==> src/rtl/mul_div_unit.sv <==
// mul_div_unit: iterative 16x16 multiply / divide unit with a register-file
// write-back port. One shift-add (multiply) or restoring shift-subtract
// (divide) step runs per cycle. Every operation takes the same fixed number
// of cycles. After a start is accepted the unit spends 17 cycles in RUN and
// then one cycle in WB.
//
// Optional feature: define MUL_DIV_SIGNED_EN to add the is_signed input.
// With is_signed=1 the operands are treated as two's-complement values.
//
// Parameter:
//   DZ_QUOTIENT  quotient written when a divide has operand_b == 0
// Ports:
//   clk          clock; all state changes on the rising edge
//   reset        synchronous, active-low reset
//   start        request a new operation; accepted only in IDLE
//   op           00 MUL low, 01 MUL high, 10 DIV quotient, 11 DIV remainder
//   operand_a    multiplicand / dividend
//   operand_b    multiplier / divisor
//   dest_reg     destination register index
//   is_signed    (MUL_DIV_SIGNED_EN only) two's-complement operation
//   busy         high from the accepted start until the return to IDLE
//   done         one-cycle completion pulse, coincident with RegWrite
//   RegWrite     register-file write enable
//   write_reg    latched destination index
//   write_data   selected result
//   div_by_zero  high with done when a divide had a zero divisor
module mul_div_unit #(
    parameter logic [15:0] DZ_QUOTIENT = 16'hFFFF
) (
    input  logic        clk,
    input  logic        reset,
    input  logic        start,
    input  logic [1:0]  op,
    input  logic [15:0] operand_a,
    input  logic [15:0] operand_b,
    input  logic [3:0]  dest_reg,
`ifdef MUL_DIV_SIGNED_EN
    input  logic        is_signed,
`endif
    output logic        busy,
    output logic        done,
    output logic        RegWrite,
    output logic [3:0]  write_reg,
    output logic [15:0] write_data,
    output logic        div_by_zero
);

    localparam logic [1:0] S_IDLE = 2'd0;
    localparam logic [1:0] S_RUN  = 2'd1;
    localparam logic [1:0] S_WB   = 2'd2;

    logic [1:0]  state;
    logic [4:0]  count;
    logic [1:0]  op_q;
    logic [3:0]  dest_q;
    logic [15:0] opnd;
    logic [15:0] hi;
    logic [15:0] lo;
    logic        neg_q;
    logic        neg_r;
    logic        dz;
    logic [3:0]  wr_reg_q;
    logic [15:0] wr_data_q;

    logic        signed_mode;
    logic [15:0] mag_a;
    logic [15:0] mag_b;
    logic [16:0] mul_sum;
    logic [16:0] rem_shift;
    logic [15:0] rem_diff;
    logic        rem_ge;
    logic [31:0] product;
    logic [15:0] quotient;
    logic [15:0] remainder;
    logic [15:0] result;

`ifdef MUL_DIV_SIGNED_EN
    assign signed_mode = is_signed;
`else
    assign signed_mode = 1'b0;
`endif

    // The core always works on magnitudes. 16'h8000 maps onto itself, and
    // that value is still correct when it is read as unsigned.
    assign mag_a = (signed_mode && operand_a[15]) ? (16'd0 - operand_a) : operand_a;
    assign mag_b = (signed_mode && operand_b[15]) ? (16'd0 - operand_b) : operand_b;

    // Datapath for a single iteration.
    // Multiply: hi:lo holds the partial product, and the multiplier sits in lo.
    // Divide: hi holds the partial remainder, and lo shifts the dividend out
    // while the quotient bits shift in.
    always_comb begin
        mul_sum   = {1'b0, hi} + (lo[0] ? {1'b0, opnd} : 17'd0);
        rem_shift = {hi, lo[15]};
        rem_ge    = (rem_shift >= {1'b0, opnd});
        rem_diff  = rem_shift[15:0] - opnd;
    end

    // Final sign fix-up and result selection. This is registered into
    // write_data on the last RUN cycle.
    always_comb begin
        product   = {hi, lo};
        quotient  = lo;
        remainder = hi;
        if (neg_q) begin
            product  = 32'd0 - product;
            quotient = 16'd0 - quotient;
        end
        if (neg_r) begin
            remainder = 16'd0 - remainder;
        end
        // A zero divisor leaves |a| in the remainder, and the remainder
        // re-signed by a equals operand_a. Only the quotient is replaced.
        if (dz) begin
            quotient = DZ_QUOTIENT;
        end
        case (op_q)
            2'b00:   result = product[15:0];
            2'b01:   result = product[31:16];
            2'b10:   result = quotient;
            default: result = remainder;
        endcase
    end

    always_ff @(posedge clk) begin
        if (!reset) begin
            state     <= S_IDLE;
            count     <= 5'd0;
            op_q      <= 2'b00;
            dest_q    <= 4'd0;
            opnd      <= 16'd0;
            hi        <= 16'd0;
            lo        <= 16'd0;
            neg_q     <= 1'b0;
            neg_r     <= 1'b0;
            dz        <= 1'b0;
            wr_reg_q  <= 4'd0;
            wr_data_q <= 16'd0;
        end else begin
            case (state)
                S_IDLE: begin
                    if (start) begin
                        state  <= S_RUN;
                        count  <= 5'd0;
                        op_q   <= op;
                        dest_q <= dest_reg;
                        hi     <= 16'd0;
                        opnd   <= op[1] ? mag_b : mag_a;
                        lo     <= op[1] ? mag_a : mag_b;
                        neg_q  <= signed_mode && (operand_a[15] ^ operand_b[15]);
                        neg_r  <= signed_mode && operand_a[15];
                        dz     <= op[1] && (operand_b == 16'd0);
                    end
                end
                S_RUN: begin
                    // Iterations run at counts 0..15. The extra cycle at
                    // count 16 registers the signed result, so write-back
                    // lands in the cycle after the 17th edge.
                    if (count == 5'd16) begin
                        wr_data_q <= result;
                        wr_reg_q  <= dest_q;
                        state     <= S_WB;
                    end else begin
                        count <= count + 5'd1;
                        if (op_q[1]) begin
                            hi <= rem_ge ? rem_diff : rem_shift[15:0];
                            lo <= {lo[14:0], rem_ge};
                        end else begin
                            hi <= mul_sum[16:1];
                            lo <= {mul_sum[0], lo[15:1]};
                        end
                    end
                end
                S_WB: begin
                    state <= S_IDLE;
                end
                default: begin
                    state <= S_IDLE;
                end
            endcase
        end
    end

    assign busy        = (state != S_IDLE);
    assign RegWrite    = (state == S_WB);
    assign done        = (state == S_WB);
    assign div_by_zero = (state == S_WB) && dz;
    assign write_reg   = wr_reg_q;
    assign write_data  = wr_data_q;

endmodule
==> config.mk <==
export PLATFORM = sky130hd
export DESIGN_NAME = mul_div_unit
export DESIGN_NICKNAME = d
export VERILOG_FILES = /design/src/rtl/mul_div_unit.sv
export SDC_FILE = /design/constraint.sdc
export NUM_CORES = 1
export LEC_CHECK = 0
export BUFFER_PORTS_ARGS = -buffer_cell sky130_fd_sc_hd__clkbuf_2
export CAP_MARGIN = 20
export CELL_PAD_IN_SITES_DETAIL_PLACEMENT = 1
export CELL_PAD_IN_SITES_GLOBAL_PLACEMENT = 1
export CORE_MARGIN = 2
export CORE_UTILIZATION = 41
export CTS_BUF_LIST = sky130_fd_sc_hd__clkbuf_8
export DETAILED_ROUTE_END_ITERATION = 7
export GPL_TIMING_DRIVEN = 0
export PLACE_DENSITY_LB_ADDON = 0.1
export SETUP_SLACK_MARGIN = 0.5
export SYNTH_ARGS = -nofsm -noshare
export SYNTH_HDL_FRONTEND = slang
export SYNTH_SLANG_ARGS = --single-unit
==> constraint.sdc <==
create_clock -name clk -period 2.6 [get_ports clk]
set_input_delay 0.39 -clock clk [delete_from_list [all_inputs] [get_ports clk]]
set_output_delay 0.39 -clock clk [all_outputs]
set_load 0.03 [all_outputs]
==> reports/results.md, run 1 <==
| Quantity | This run | Unit |
| --- | --- | --- |
| Number of port buffers | 63 | - |
| Top-area cell type share of the netlist area | 0.298 | - |
| Number of nets in the finished design | 852 | - |
| Final Hold Viols | 0 | - |
| Top flip-flop cell by instance count after synthesis | sky130_fd_sc_hd__dfxtp_1 | - |
| DR WL/cell | 21.6 | um |
| Placed cells | 895 | - |
| Buffer cell driving the clock tree root | sky130_fd_sc_hd__clkbuf_8 | - |
| Internal power contribution | 2.23 | mW |
| Total congestion overflow | 0 | - |
| Syn Nets | 733 | - |
| Proportion of power drawn by combinational gates | 0.311 | - |
| Initial antenna violation count | 0 | - |
| Max-slew violations | 0 | - |
| Type of the most critical hold path | primary input to register | - |
| Endpoint class of the critical path | register | - |
| Initial standard-cell utilization of the core | 0.417 | - |
| Die area | 14400 | um^2 |
| Layout-stage area growth over the synthesis result | 33.5 | % |
| Mean area per synthesized cell | 8.39 | um^2 |
| Tightest slew margin relative to the limit | 0.460 | - |
| Dominant cell type by area after synthesis | sky130_fd_sc_hd__dfxtp_1 | - |
| Max-cap violations | 0 | - |
| Net switching share of the total power | 0.333 | - |
| IR Drop Worst-Case VDD | 0.300 | mV |
| Number of storage elements in the synthesis netlist | 82 | - |
| Clock tree from TritonCTS | done | - |
| Number of filler cells placed in the layout | 1528 | - |
| Distinct cell type count of the synthesized netlist | 58 | - |
| Die X-Extent | 120 | um |
| Most frequent cells after synthesis | sky130_fd_sc_hd__nand2_1 (107), sky130_fd_sc_hd__dfxtp_1 (82), sky130_fd_sc_hd__mux2i_1 (52), sky130_fd_sc_hd__ha_1 (34), sky130_fd_sc_hd__nor2_1 (34) | - |
| 1st-iter DRT viols | 381 | - |
| Die boundary height | 120 | um |
| Startpoint kind of the worst setup timing path | register | - |
| Area of the core region | 13200 | um^2 |
| Total via count after detailed routing | 5596 | - |
| Hold buffer count at cts | 0 | - |
| Async SR Flop Fraction | 0 | - |
| Pwr/cell area | 456 | nW/um^2 |
| Final setup violation count | 0 | - |
| Layout cells sized above 1 | 0.327 | - |
| First-pass GRT wire length | 32.1 | mm |
| Number of global-route vias before repair | 5930 | - |
| Number of enable-type register cells in the synthesized netlist | 0 | - |
| Latest clock arrival within the worst-skew pair | 370 | ps |
| Finished Layout Cells | 956 | - |
| Sequential area share after synthesis | 0.298 | - |
| Overall global routing resource usage | 0.287 | - |
| Number of remaining DRC errors | 0 | - |
| Pin count of the biggest net entering global routing | 14 | - |
| Setup CP Type | register to register | - |
| Arrival time reported for the critical path endpoint | 2860 | ps |
| Initial DRT Pass Iterations | 5 | - |
| Clock transition at the register clock pins on the worst setup and hold paths after CTS | 90 | ps |
| Flop pwr share | 0.416 | - |
| Library cell with the highest instance count after synthesis | sky130_fd_sc_hd__nand2_1 | - |
| Max Clock Skew | 9.86 | ps |
| Data required, critical path | 2870 | ps |
| Worst slack at placement | -102 | ps |
| Net Sw Power | 1.11 | mW |
| RSZ-0062 raised after global routing | yes | - |
| Warnings, synthesis | 0 | - |
| Clock sink total | 82 | - |
| Cell Area, Synth | 5510 | um^2 |
| Gpl congestion | 0.878 | - |
| Minimum setup slack in the final design | 12.6 | ps |
| Post-detail-place hpwl | 14.8 | mm |
| Number of instances in the synthesized netlist | 656 | - |
| Minimum clock period after layout | 2590 | ps |
| Fmax | 386 | MHz |
| Total number of placement rows | 42 | - |
| Maximum clock path buffer count | 2 | - |
| Crit share post-route | 0.995 | - |
| H-tree level count | 3 | - |
| Antenna diode count | 0 | - |
| ANT nets after route | 0 | - |
| Leakage power total | 3.13 | nW |
| Run status | completed | - |
| Slew at the pin closest to its max-slew limit | 809 | ps |
| Final wirelength | 20.7 | mm |
| Number of top-level design ports | 65 | - |
| Share of power burned in the clock network | 0.272 | - |
| Vias per inst | 5.85 | - |
| Largest cells by area after synthesis | sky130_fd_sc_hd__dfxtp_1 (30%), sky130_fd_sc_hd__mux2i_1 (9.5%), sky130_fd_sc_hd__ha_1 (7.7%) | - |
| Max Fanout on Critical Path | 8 | - |
| CTS buffer count | 9 | - |
[metal layers]
metal / part of all wire / global-route usage / wire, um / vias to the layer above
li1: - / - / - / 2623
met1: 0.44 / 0.363 / 9000 / 2776
met5: 0 / 0 / 0 / -
met4: 0.024 / 0.114 / 496 / 0
met2: 0.50 / 0.500 / 10400 / 156
met3: 0.037 / 0.0323 / 758 / 41
[power by group through the flow]
stage          Clock [mW]  Combinational [mW]  Sequential, mW
2_1_floorplan           0               0.596            1.39
3_3_place_gp            0               0.791            1.42
3_5_place_dp            0               0.810            1.42
4_1_cts             0.932               0.974            1.39
5_1_grt             0.982                1.12            1.40
6_report            0.912                1.04            1.39
[worst max-delay path: stages, from the launching register on]
cell and delay [ps]:
sky130_fd_sc_hd__dfxtp_2 330, sky130_fd_sc_hd__buf_8 130, sky130_fd_sc_hd__and2_1 170, sky130_fd_sc_hd__ha_4 300
sky130_fd_sc_hd__o211ai_1 110, sky130_fd_sc_hd__o211ai_1 350, sky130_fd_sc_hd__a41oi_2 200, sky130_fd_sc_hd__o21ai_2 200
sky130_fd_sc_hd__nand4_1 170, sky130_fd_sc_hd__mux2i_1 200, sky130_fd_sc_hd__o311ai_1 110, sky130_fd_sc_hd__a22o_1 220
[cell usage in the layout (no fill, tap or decap), types with 10 or more instances in the layout]
master                     synthesis  final
sky130_fd_sc_hd__o221ai_1         19     19
sky130_fd_sc_hd__xnor2_1          16     15
sky130_fd_sc_hd__xor2_1           13     13
sky130_fd_sc_hd__a21oi_2           0     11
sky130_fd_sc_hd__inv_1            29     20
sky130_fd_sc_hd__buf_4             2     41
sky130_fd_sc_hd__mux2i_1          52     51
sky130_fd_sc_hd__nand2_1         107    102
sky130_fd_sc_hd__nor2_1           34     25
sky130_fd_sc_hd__o21ai_1          11     12
sky130_fd_sc_hd__clkbuf_2          0     70
sky130_fd_sc_hd__clkbuf_1         30     19
sky130_fd_sc_hd__ha_4              0     18
sky130_fd_sc_hd__dfxtp_2           0     16
sky130_fd_sc_hd__ha_1             34     15
sky130_fd_sc_hd__dfxtp_4           0     10
sky130_fd_sc_hd__o211a_1          16     16
sky130_fd_sc_hd__a21oi_1          26     11
sky130_fd_sc_hd__a21boi_0         29     27
sky130_fd_sc_hd__dfxtp_1          82     56
sky130_fd_sc_hd__a32o_1           17     17
sky130_fd_sc_hd__and2_1           20     19
[area by class of cell]
| class | count | area (um^2) | area share |
|---|---|---|---|
| Timing Repair Buffer | 108 | 721 | 0.0980 |
| Inverter | 30 | 123 | 0.0167 |
| Sequential cell | 82 | 1700 | 0.231 |
| Clock inverter | 7 | 61.3 | 0.00834 |
| Tap cell | 176 | 220 | 0.0300 |
| Clock buffer | 9 | 124 | 0.0169 |
| Multi-Input combinational cell | 506 | 4160 | 0.565 |
| Buffer | 38 | 248 | 0.0337 |
[what timing repair did]
item / in CTS / in global routing
pin swaps: 23 / 28
setup buffers: 33 / 9
endpoints found under the setup margin: 54 / 64
resized for setup: 67 / 59
cloned: 3 / 0
[final timing paths]
| path | cells after the start | slack (ps) | to | startpoint |
|---|---|---|---|---|
| setup reg to reg | 11 | 10 | hi[14] | lo[0] |
| hold reg to reg | 2 | 470 | write_data[13] | write_data[13] |
| setup / recovery | 11 | 10 | hi[14] | lo[0] |
| hold / removal | 3 | 250 | dest_q[2] | dest_reg[2] |
[metrics by stage]
stage	cell area (um^2)	setup TNS (ps)	utilization	hold WS (ps)	total power [mW]
floorplan	5790	0	-	441	1.99
global placement	6320	-96.0	0.480	451	2.21
detailed placement	6320	-260	0.480	464	2.23
CTS	7100	0	0.539	250	3.29
global route	7350	-160	0.557	275	3.51
finish	7350	0	0.557	252	3.35
[cells by family (layout without fill, tap and decap cells)]
| family | Yosys count | count (layout) | share of synthesized area |
|---|---|---|---|
| XOR/XNOR | 29 | 29 | 0.0461 |
| buffers and inverters | 68 | 192 | 0.0527 |
| AO/OA/AOI/OAI | 184 | 184 | 0.254 |
| adder cells (fa/ha/maj) | 36 | 36 | 0.0845 |
| flip-flops | 82 | 82 | 0.298 |
| multiplexers | 52 | 52 | 0.0945 |
| AND/OR/NAND/NOR | 205 | 205 | 0.170 |
No activity file was read; power rests on OpenSTA's default activity.
==> inputs of run 2 (changes only) <==
--- a/config.mk
+++ b/config.mk
@@ -15,6 +15,7 @@
 export DETAILED_ROUTE_END_ITERATION = 7
 export GPL_TIMING_DRIVEN = 0
 export PLACE_DENSITY_LB_ADDON = 0.1
+export RECOVER_POWER = 100
 export SETUP_SLACK_MARGIN = 0.5
 export SYNTH_ARGS = -nofsm -noshare
 export SYNTH_HDL_FRONTEND = slang
==> run 2 against run 1 <==
Compared with the run above:
- largest power group unchanged
- register-to-register slack is essentially flat
- clock power grew 0.7%
- global-route usage unchanged
- power is essentially flat
- critical endpoint unchanged
- sequential power hardly changed
- clock skew up 0.97 ps
- critical path depth unchanged
- worst setup slack improved by 8.5 ps
- flip-flop and latch count stayed put
- design area is 1.1% lower
- sequential share of layout area increased by 0.25 points
==> reports/results.md, run 2 (synthesis gave the netlist of run 1 again) <==
| Quantity | This run | Unit | Delta |
| --- | --- | --- | --- |
| Leakage power total | 3.02 | nW | was 3.13 nW |
| 1st-iter DRT viols | 321 | - | was 381 |
| Fmax | 388 | MHz | was 386 MHz |
| Number of top-level design ports | 65 | - | unchanged |
| Die area | 14400 | um^2 | unchanged |
| Placed cells | 895 | - | unchanged |
| Share of power burned in the clock network | 0.274 | - | was 0.272 |
| Arrival time reported for the critical path endpoint | 2850 | ps | was 2860 ps |
| Latest clock arrival within the worst-skew pair | 370 | ps | about the same |
| Startpoint kind of the worst setup timing path | register | - | unchanged |
| Most numerous cell on the critical path | sky130_fd_sc_hd__o211ai_1 | - | unchanged |
| Hold buffer count at cts | 0 | - | unchanged |
| Type of the most critical hold path | primary input to register | - | unchanged |
| DR WL/cell | 21.6 | um | about the same |
| Layout cells sized above 1 | 0.282 | - | was 0.327 |
| Max Fanout on Critical Path | 8 | - | unchanged |
| Final Hold Viols | 0 | - | unchanged |
| Critical path's slowest cell | sky130_fd_sc_hd__o211ai_1 | - | unchanged |
| Post-detail-place hpwl | 14.8 | mm | unchanged |
| Number of port buffers | 63 | - | unchanged |
| Clock transition at the register clock pins on the worst setup and hold paths after CTS | 90 | ps | about the same |
| Data required, critical path | 2870 | ps | about the same |
| Initial standard-cell utilization of the core | 0.417 | - | unchanged |
| ANT nets after route | 0 | - | unchanged |
| IR Drop Worst-Case VDD | 0.304 | mV | was 0.300 mV |
| Tightest slew margin relative to the limit | 0.470 | - | was 0.460 |
| First-pass GRT wire length | 32.1 | mm | unchanged |
| Chain of cells forming the critical path | buf_8, and2_1, ha_4, o211ai_1, o211ai_1, a41oi_2, o21ai_2, nand4_1, mux2i_1, o311ai_1, a22o_1 | - | unchanged |
| Net Sw Power | 1.12 | mW | was 1.11 mW |
| Crit-path leading delay family | compound AO/OA/AOI/OAI gates | - | unchanged |
| Number of filler cells placed in the layout | 1547 | - | was 1528 |
| Setup CP Type | register to register | - | unchanged |
| Gpl congestion | 0.878 | - | unchanged |
| Proportion of power drawn by combinational gates | 0.310 | - | was 0.311 |
| Post-detailed-placement cell area | 6320 | um^2 | unchanged |
| Vias per inst | 5.81 | - | was 5.85 |
| Final wirelength | 20.7 | mm | about the same |
| Number of remaining DRC errors | 0 | - | unchanged |
| Finished Layout Cells | 956 | - | unchanged |
| Total number of placement rows | 42 | - | unchanged |
| Worst Path Buf+Inv | 1 | - | unchanged |
| Final setup violation count | 0 | - | unchanged |
| Layout-stage area growth over the synthesis result | 32.1 | % | was 33.5% |
| Leading cell type in the layout, fill and taps excluded | sky130_fd_sc_hd__nand2_1 | - | unchanged |
| H-tree level count | 3 | - | unchanged |
| RSZ-0062 raised after global routing | yes | - | unchanged |
| Max-slew violations | 0 | - | unchanged |
| Clock tree from TritonCTS | done | - | unchanged |
| Max Clock Skew | 10.8 | ps | was 9.86 ps |
| Worst slack at placement | -102 | ps | unchanged |
| Flop pwr share | 0.416 | - | about the same |
| Clock sink total | 82 | - | unchanged |
| Number of global-route vias before repair | 5930 | - | unchanged |
| Maximum clock path buffer count | 2 | - | unchanged |
| Total congestion overflow | 0 | - | unchanged |
| Initial antenna violation count | 0 | - | unchanged |
| Buffer cell driving the clock tree root | sky130_fd_sc_hd__clkbuf_8 | - | unchanged |
| Slew at the pin closest to its max-slew limit | 795 | ps | was 809 ps |
| CTS buffer count | 9 | - | unchanged |
| Pin count of the biggest net entering global routing | 14 | - | unchanged |
| Crit share post-route | 0.992 | - | was 0.995 |
| Commonest cells after routing, fill and taps aside | sky130_fd_sc_hd__nand2_1 (102), sky130_fd_sc_hd__dfxtp_1 (56), sky130_fd_sc_hd__mux2i_1 (51) | - | was sky130_fd_sc_hd__nand2_1 (102), sky130_fd_sc_hd__clkbuf_2 (70), sky130_fd_sc_hd__dfxtp_1 (56) |
| Endpoint class of the critical path | register | - | unchanged |
| Critical path's largest stage delay | 350 | ps | about the same |
| Total via count after detailed routing | 5559 | - | was 5596 |
| Number of nets in the finished design | 852 | - | unchanged |
| Initial DRT Pass Iterations | 4 | - | was 5 |
| Internal power contribution | 2.23 | mW | about the same |
| Max-cap violations | 0 | - | unchanged |
| Minimum clock period after layout | 2580 | ps | was 2590 ps |
| Area of the core region | 13200 | um^2 | unchanged |
| Die X-Extent | 120 | um | unchanged |
| Run status | completed | - | unchanged |
| Post-route cell area | 7270 | um^2 | was 7350 um^2 |
| Antenna diode count | 0 | - | unchanged |
| Overall global routing resource usage | 0.287 | - | unchanged |
| Die boundary height | 120 | um | unchanged |
| Minimum setup slack in the final design | 21.1 | ps | was 12.6 ps |
| Net switching share of the total power | 0.334 | - | was 0.333 |
| Accumulated negative setup slack | 0 | ps | unchanged |
| Pwr/cell area | 461 | nW/um^2 | was 456 nW/um^2 |
| Min Hold Slack | 252 | ps | about the same |
==> run 2: per-stage QoR <==
stage,total power [mW],utilization
floorplan,1.99,-
global placement,2.21,0.480
detailed placement,2.23,0.480
CTS,3.29,0.539
global route,3.50,0.551
finish,3.35,0.551
==> run 2: power groups by stage <==
stage | sequential [mW] | combinational (mW) | clock, mW
2_1_floorplan | 1.39 | 0.596 | 0
3_3_place_gp | 1.42 | 0.791 | 0
3_5_place_dp | 1.42 | 0.810 | 0
4_1_cts | 1.39 | 0.974 | 0.932
5_1_grt | 1.40 | 1.12 | 0.982
6_report | 1.39 | 1.04 | 0.918
==> run 2: layout make-up <==
type / count / area [um^2] / share of cell area
clock buffer: 9 / 124 / 0.0170
clock inverter: 7 / 61.3 / 0.00843
tap: 176 / 220 / 0.0303
buffer: 38 / 235 / 0.0323
sequential: 82 / 1700 / 0.234
timing repair buffer: 108 / 687 / 0.0945
inverter: 30 / 123 / 0.0169
multi-input combinational: 506 / 4120 / 0.567
==> run 2: routing by layer <==
layer,track usage,part of all wire,vias up
li1,-,-,2624
met1,0.363,0.44,2764
met2,0.500,0.50,128
met3,0.0323,0.033,43
met4,0.114,0.026,0
met5,0,0,-
==> run 2: what timing repair did <==
item	CTS	global route
resized for setup	67	59
endpoints found under the setup margin	54	64
pin swaps	23	28
buffers inserted	33	9
cloned	3	0
==> run 2: final timing paths <==
kind | start | end | slack [ps] | cells after the start
hold reg to reg | write_data[13] | write_data[13] | 470 | 2
setup reg to reg | lo[0] | hi[14] | 20 | 11
hold / removal | dest_reg[2] | dest_q[2] | 250 | 3
setup / recovery | lo[0] | hi[14] | 20 | 11
==> run 2: tightest hold or removal path: stages <==
cell	delay, ps
sky130_fd_sc_hd__clkbuf_2	80
sky130_fd_sc_hd__nand2_1	40
sky130_fd_sc_hd__a21boi_0	60
